==> src/rtl/muldiv_unit_pkg.sv <==
// rtl/muldiv_unit_pkg.sv - RV32M function codes, FSM states and operand-sign helpers
package muldiv_unit_pkg;

  localparam logic [2:0] FN_MUL    = 3'b000;
  localparam logic [2:0] FN_MULH   = 3'b001;
  localparam logic [2:0] FN_MULHSU = 3'b010;
  localparam logic [2:0] FN_MULHU  = 3'b011;
  localparam logic [2:0] FN_DIV    = 3'b100;
  localparam logic [2:0] FN_DIVU   = 3'b101;
  localparam logic [2:0] FN_REM    = 3'b110;
  localparam logic [2:0] FN_REMU   = 3'b111;

  typedef enum logic [1:0] {
    ST_IDLE = 2'd0,
    ST_CALC = 2'd1,
    ST_FIX  = 2'd2,
    ST_DONE = 2'd3
  } state_t;

  function automatic logic is_div(input logic [2:0] fn);
    return fn[2];
  endfunction

  function automatic logic is_rem(input logic [2:0] fn);
    return fn[2] & fn[1];
  endfunction

  function automatic logic is_signed_a(input logic [2:0] fn);
    return (fn != FN_MULHU) && (fn != FN_DIVU) && (fn != FN_REMU);
  endfunction

  function automatic logic is_signed_b(input logic [2:0] fn);
    return is_signed_a(fn) && (fn != FN_MULHSU);
  endfunction

endpackage

==> src/rtl/muldiv_unit_iter.sv <==
// rtl/muldiv_unit_iter.sv - unsigned radix-2 datapath: shift-add multiply / restoring divide
module muldiv_unit_iter #(
  parameter int XLEN = 32
) (
  input  logic              clk,
  input  logic              reset,
  input  logic              load_i,
  input  logic              en_i,
  input  logic              div_i,
  input  logic [XLEN-1:0]   a_i,
  input  logic [XLEN-1:0]   b_i,
  output logic [2*XLEN-1:0] prod_o,
  output logic [XLEN-1:0]   quo_o,
  output logic [XLEN-1:0]   rem_o
);

  // The low half of prod_q doubles as the dividend/quotient shift register.
  logic [2*XLEN-1:0] prod_q;
  logic [XLEN-1:0]   rem_q;
  logic [XLEN-1:0]   b_q;
  logic              div_q;

  logic [XLEN:0] mul_sum;
  logic [XLEN:0] div_trial;
  logic [XLEN:0] div_diff;

  always_comb begin
    mul_sum   = {1'b0, prod_q[2*XLEN-1:XLEN]} + (prod_q[0] ? {1'b0, b_q} : '0);
    div_trial = {rem_q, prod_q[XLEN-1]};
    div_diff  = div_trial - {1'b0, b_q};
  end

  always_ff @(posedge clk) begin
    if (reset) begin
      prod_q <= '0;
      rem_q  <= '0;
      b_q    <= '0;
      div_q  <= 1'b0;
    end else if (load_i) begin
      prod_q <= {{XLEN{1'b0}}, a_i};
      rem_q  <= '0;
      b_q    <= b_i;
      div_q  <= div_i;
    end else if (en_i) begin
      if (div_q) begin
        if (!div_diff[XLEN]) begin
          rem_q              <= div_diff[XLEN-1:0];
          prod_q[XLEN-1:0]   <= {prod_q[XLEN-2:0], 1'b1};
        end else begin
          rem_q              <= div_trial[XLEN-1:0];
          prod_q[XLEN-1:0]   <= {prod_q[XLEN-2:0], 1'b0};
        end
      end else begin
        prod_q <= {mul_sum, prod_q[XLEN-1:1]};
      end
    end
  end

  assign prod_o = prod_q;
  assign quo_o  = prod_q[XLEN-1:0];
  assign rem_o  = rem_q;

endmodule

==> src/rtl/muldiv_unit.sv <==
// rtl/muldiv_unit.sv - iterative RV32M multiply/divide unit with start/busy/done handshake
module muldiv_unit
  import muldiv_unit_pkg::*;
#(
  parameter int XLEN = 32,
  localparam int CNT_W = $clog2(XLEN)
) (
  input  logic            clk,
  input  logic            reset,
  input  logic            start,
  input  logic [2:0]      FUNC,
  input  logic [XLEN-1:0] A,
  input  logic [XLEN-1:0] B,
  input  logic            flush,
  output logic            busy,
  output logic            done,
  output logic [XLEN-1:0] S
);

  state_t           state_q, state_d;
  logic [CNT_W-1:0] cnt_q, cnt_d;
  logic [2:0]       fn_q, fn_d;
  logic             neg_q, neg_d;
  logic [XLEN-1:0]  s_q, s_d;

  logic              load, en;
  logic              sa, sb, div0, ovf;
  logic [XLEN-1:0]   a_mag, b_mag, special_res;
  logic [2*XLEN-1:0] prod, prod_fix;
  logic [XLEN-1:0]   quo, rem, div_sel, div_fix, result;

  muldiv_unit_iter #(.XLEN(XLEN)) u_iter (
    .clk    (clk),
    .reset  (reset),
    .load_i (load),
    .en_i   (en),
    .div_i  (is_div(FUNC)),
    .a_i    (a_mag),
    .b_i    (b_mag),
    .prod_o (prod),
    .quo_o  (quo),
    .rem_o  (rem)
  );

  always_comb begin
    sa    = is_signed_a(FUNC) & A[XLEN-1];
    sb    = is_signed_b(FUNC) & B[XLEN-1];
    a_mag = sa ? -A : A;
    b_mag = sb ? -B : B;
    div0  = is_div(FUNC) && (B == '0);
    ovf   = is_div(FUNC) && is_signed_a(FUNC) &&
            (A == {1'b1, {(XLEN-1){1'b0}}}) && (B == '1);
    if (is_rem(FUNC)) special_res = div0 ? A : '0;
    else              special_res = div0 ? '1 : A;
  end

  // Sign correction is applied to the full product so high-half results stay exact.
  always_comb begin
    prod_fix = neg_q ? -prod : prod;
    div_sel  = is_rem(fn_q) ? rem : quo;
    div_fix  = neg_q ? -div_sel : div_sel;
    case (fn_q)
      FN_MUL:                        result = prod_fix[XLEN-1:0];
      FN_MULH, FN_MULHSU, FN_MULHU:  result = prod_fix[2*XLEN-1:XLEN];
      default:                       result = div_fix;
    endcase
  end

  always_comb begin
    state_d = state_q;
    cnt_d   = cnt_q;
    fn_d    = fn_q;
    neg_d   = neg_q;
    s_d     = s_q;
    load    = 1'b0;
    en      = 1'b0;
    case (state_q)
      ST_IDLE: begin
        if (start && !flush) begin
          fn_d  = FUNC;
          neg_d = is_rem(FUNC) ? sa : (sa ^ sb);
          if (div0 || ovf) begin
            s_d     = special_res;
            state_d = ST_DONE;
          end else begin
            load    = 1'b1;
            cnt_d   = CNT_W'(XLEN - 1);
            state_d = ST_CALC;
          end
        end
      end
      ST_CALC: begin
        if (flush) begin
          cnt_d   = '0;
          state_d = ST_IDLE;
        end else begin
          en = 1'b1;
          if (cnt_q == '0) state_d = ST_FIX;
          else             cnt_d   = cnt_q - CNT_W'(1);
        end
      end
      ST_FIX: begin
        if (flush) begin
          state_d = ST_IDLE;
        end else begin
          s_d     = result;
          state_d = ST_DONE;
        end
      end
      default: state_d = ST_IDLE;
    endcase
  end

  always_ff @(posedge clk) begin
    if (reset) begin
      state_q <= ST_IDLE;
      cnt_q   <= '0;
      fn_q    <= FN_MUL;
      neg_q   <= 1'b0;
      s_q     <= '0;
    end else begin
      state_q <= state_d;
      cnt_q   <= cnt_d;
      fn_q    <= fn_d;
      neg_q   <= neg_d;
      s_q     <= s_d;
    end
  end

  assign busy = (state_q == ST_CALC) || (state_q == ST_FIX);
  assign done = (state_q == ST_DONE);
  assign S    = s_q;

endmodule

==> config.mk <==
export PLATFORM = sky130hd
export DESIGN_NAME = muldiv_unit
export DESIGN_NICKNAME = d
export VERILOG_FILES = /design/src/rtl/muldiv_unit_pkg.sv /design/src/rtl/muldiv_unit_iter.sv /design/src/rtl/muldiv_unit.sv
export SDC_FILE = /design/constraint.sdc
export NUM_CORES = 1
export LEC_CHECK = 0
export CAP_MARGIN = 20
export CORE_MARGIN = 2
export CORE_UTILIZATION = 35
export DETAILED_ROUTE_END_ITERATION = 6
export MAX_ROUTING_LAYER = met4
export PLACE_DENSITY = 0.58
export SLEW_MARGIN = 0
export SYNTH_ARGS = -nofsm -noshare
export SYNTH_HDL_FRONTEND = slang
export SYNTH_SLANG_ARGS = --single-unit
==> constraint.sdc <==
create_clock -name clk -period 3.55 [get_ports clk]
set_input_delay 0.71 -clock clk [delete_from_list [all_inputs] [get_ports clk]]
set_output_delay 0.71 -clock clk [all_outputs]
set_load 0.03 [all_outputs]
==> results of run 1 <==
==> path summary, 6_finish.rpt <==
kind	cells after the start	endpoint	slack, ps	start
worst min-delay path	2	S[14]	450	S[14]
worst max-delay path	12	S[2]	30	u_iter.prod_o[0]
worst max register to register	12	S[2]	30	u_iter.prod_o[0]
worst min register to register	2	S[14]	450	S[14]
==> worst max-delay path: cells and delay by family (launching register included) <==
kind	cells	cell delay [ps]
XOR/XNOR	1	60
AO/OA/AOI/OAI	3	1200
AND/OR/NAND/NOR	4	990
adder cells (fa/ha/maj)	1	250
flip-flops	1	360
buffers and inverters	3	570
==> logic make-up (layout without fill, tap and decap cells) <==
| kind of cell | Yosys count | in the layout | synth area share |
|---|---|---|---|
| other cells | 0 | 1 | 0 |
| mux | 107 | 107 | 0.0664 |
| flops | 172 | 172 | 0.212 |
| xor+xnor | 188 | 188 | 0.103 |
| fa+ha+maj | 101 | 101 | 0.0751 |
| buf+inv | 245 | 514 | 0.0580 |
| simple gates | 740 | 740 | 0.215 |
| compound gates | 659 | 659 | 0.270 |
==> area by class of cell <==
class                   instances  area share
clock inverters                14     0.00878
multi-input cells            1795       0.588
repair buffers                404       0.163
diodes                          1    0.000122
well taps                     600      0.0366
flip-flops and latches        172       0.168
inverters                      79      0.0145
clock buffers                  17      0.0207
==> per-stage QoR <==
stage	instances	hold WS (ps)	setup slack (ps)	area (um^2)	total power, W
2_1_floorplan	2212	450	1.58	16200	0.00461
3_3_place_gp	3049	442	-367	19700	0.00601
3_5_place_dp	3049	448	-423	19700	0.00604
4_1_cts	3081	456	-44.2	20400	0.00810
5_1_grt	3082	484	-72.1	20500	0.00860
6_report	3082	454	32.0	20500	0.00819
==> layout by cell type, fill, tap and decap left out, drive strengths merged, types with 9 or more instances in the layout <==
cell type / netlist / layout
a211oi: 138 / 138
a21o: 21 / 21
a21oi: 167 / 167
a221oi: 10 / 10
a31oi: 18 / 18
and2: 15 / 15
and3: 12 / 12
buf: 25 / 301
clkbuf: 141 / 17
clkdlybuf4s50: 0 / 103
dfxtp: 172 / 172
ha: 75 / 75
inv: 78 / 84
maj3: 24 / 24
mux2i: 103 / 103
nand2: 173 / 173
nand2b: 21 / 21
nand3: 47 / 47
nand4: 33 / 33
nor2: 274 / 274
nor2b: 9 / 9
nor3: 49 / 49
nor4: 24 / 24
o211ai: 20 / 20
o21a: 13 / 13
o21ai: 120 / 120
o221ai: 18 / 18
o31ai: 36 / 36
o41ai: 12 / 12
or2: 9 / 9
or3: 27 / 27
or4: 16 / 16
xnor2: 111 / 111
xor2: 77 / 77
==> sequential cells by signal, indices dropped and copies added (netlist names) <==
name,cells
S,32
cnt_q,5
fn_q,3
neg_q,1
state_q,2
u_iter.b_q,32
u_iter.div_q,1
u_iter.prod_o,64
u_iter.rem_o,32
==> report_power, final <==
| group | internal (W) | total [W] | switching [W] |
|---|---|---|---|
| logic | 0.00156 | 0.00391 | 0.00235 |
| clock network | 0.00112 | 0.00205 | 0.000929 |
| registers | 0.00208 | 0.00223 | 0.000146 |
| total | 0.00476 | 0.00819 | 0.00343 |
==> repair_timing <==
item	in CTS	in global routing
gates resized for setup	17	36
endpoints found under the setup margin	9	60
buffers inserted	1	0
pin swaps	3	7
==> routing by layer <==
metal / track usage / part of all wire / up-vias
met2: 0.476 / 0.47 / 678
met3: 0.0297 / 0.059 / 121
li1: - / - / 8619
met5: - / 0 / -
met4: 0.0968 / 0.033 / 0
met1: 0.367 / 0.44 / 8673
==> results_dict.tcl, run 1 <==
set metrics [dict create \
    run_status "complete, no violations" \
    cts_buffers 17 \
    synth_commonest_cells "nor2_1 (274), nand2_1 (173), dfxtp_1 (172), a21oi_1 (167), clkbuf_1 (141)" \
    syn_avg_cell_area_um2 7.33 \
    ant_nets 0 \
    p_per_area_mw_per_mm2 399 \
    ys_ff_latch 172 \
    critPathLaunchType "register" \
    slowest_delay_ps 820 \
    ys.flop_type "dfxtp_1" \
    areaGrowthSynthToFinish_pct 26.5 \
    drive_gt1_frac 0.163 \
    antenna_found_initial 1 \
    grt-ovfl-total 0 \
    clkTransAtPathRegs_ps 80 \
    core-area_mm2 0.0456 \
    gp_congestion 0.991 \
    wl_mm 67.9 \
    via_per_inst 5.87 \
    slowest_stage "o21ai_0" \
    seqCellArea_mm2 0.00345 \
    multiInputGateArea_mm2 0.0121 \
    first_global_vias 17238 \
    worstPathRequired_ps 3930 \
    grt_max_degree 62 \
    syn_inst 2212 \
    grtUsageTotal 0.288 \
    synth-edff-count 0 \
    mappedNetlistArea_mm2 0.0162 \
    cp_common_cell "buf_4" \
    peakVddDrop_mv 0.348 \
    fillers 4650 \
    critPathMaxFanout 11 \
    post-dp-hpwl_mm 54.1 \
    critical_path_arrival_ps 3900 \
    cp-end-kind "register" \
    drt-wirelength-per-cell_um 22.0 \
    rsz0062_at_grt "true" \
    synth_most_common_cell "nor2_1" \
    cts_tree "done" \
    rows 78 \
    p_leak_nw 7.75 \
    async_reset_ff_frac 0 \
    fmax_mhz 284 \
    start_util 0.356 \
    die_height_um 219 \
    final.setup_skew_ps 15.1 \
    setup_violations 0 \
    drtPass1Iterations 5 \
    cts-root-buf "clkbuf_16" \
    cts_buffer_depth 2 \
    hold_violations 0 \
    max_slew_margin 0.285 \
    synthTopCellsByArea "dfxtp_1 (21%), a211oi_1 (6.4%), mux2i_1 (6.4%)" \
    period_needed_ps 3520 \
    tns_ps 0 \
    cts_max_level 4 \
    pin_count 105 \
    insertion_delay_ps 460 \
    yosysSeqAreaShare 0.212 \
    cts_sinks 172 \
    grt_first_pass_wirelength_mm 103 \
    die_area_mm2 0.0481 \
    yosysUniqueCellTypes 80 \
    fin_nets 2617 \
    vias 18091 \
    drv_cap 0 \
    syn_nets 2360 \
    worst_slew_pin_slew_ps 1060 \
    holdBufCountCts 0 \
    hp-class "reg -> reg" \
    finalCritPeriodShare 0.991 \
    utilization 0.450 \
    slew_violations 0 \
    path_class "reg -> reg" \
    synth_top_area_cell "dfxtp_1" \
    drtIter0Drc 1926 \
    synth_top_area_frac 0.212 \
    worstPathCellList "inv_1, buf_4, buf_4, ha_2, and3_1, nand4_1, or2_2, nand2_1, xor2_1, o21ai_0, o211ai_1, a21oi_1" \
    ys_warn_count 0 \
    portBuffers 104 \
    die_w_um 219 \
    drc_errors 0 \
]
Note: power is estimated with default switching activity, not from simulation.
==> run 2, diff against run 1 <==
--- a/config.mk
+++ b/config.mk
@@ -11,7 +11,7 @@
 export DETAILED_ROUTE_END_ITERATION = 6
 export MAX_ROUTING_LAYER = met4
 export PLACE_DENSITY = 0.58
-export SLEW_MARGIN = 0
+export SLEW_MARGIN = 20
 export SYNTH_ARGS = -nofsm -noshare
 export SYNTH_HDL_FRONTEND = slang
 export SYNTH_SLANG_ARGS = --single-unit
==> results of run 2 <==
No change in the layout: final DEF, timing and power equal those of run 1.
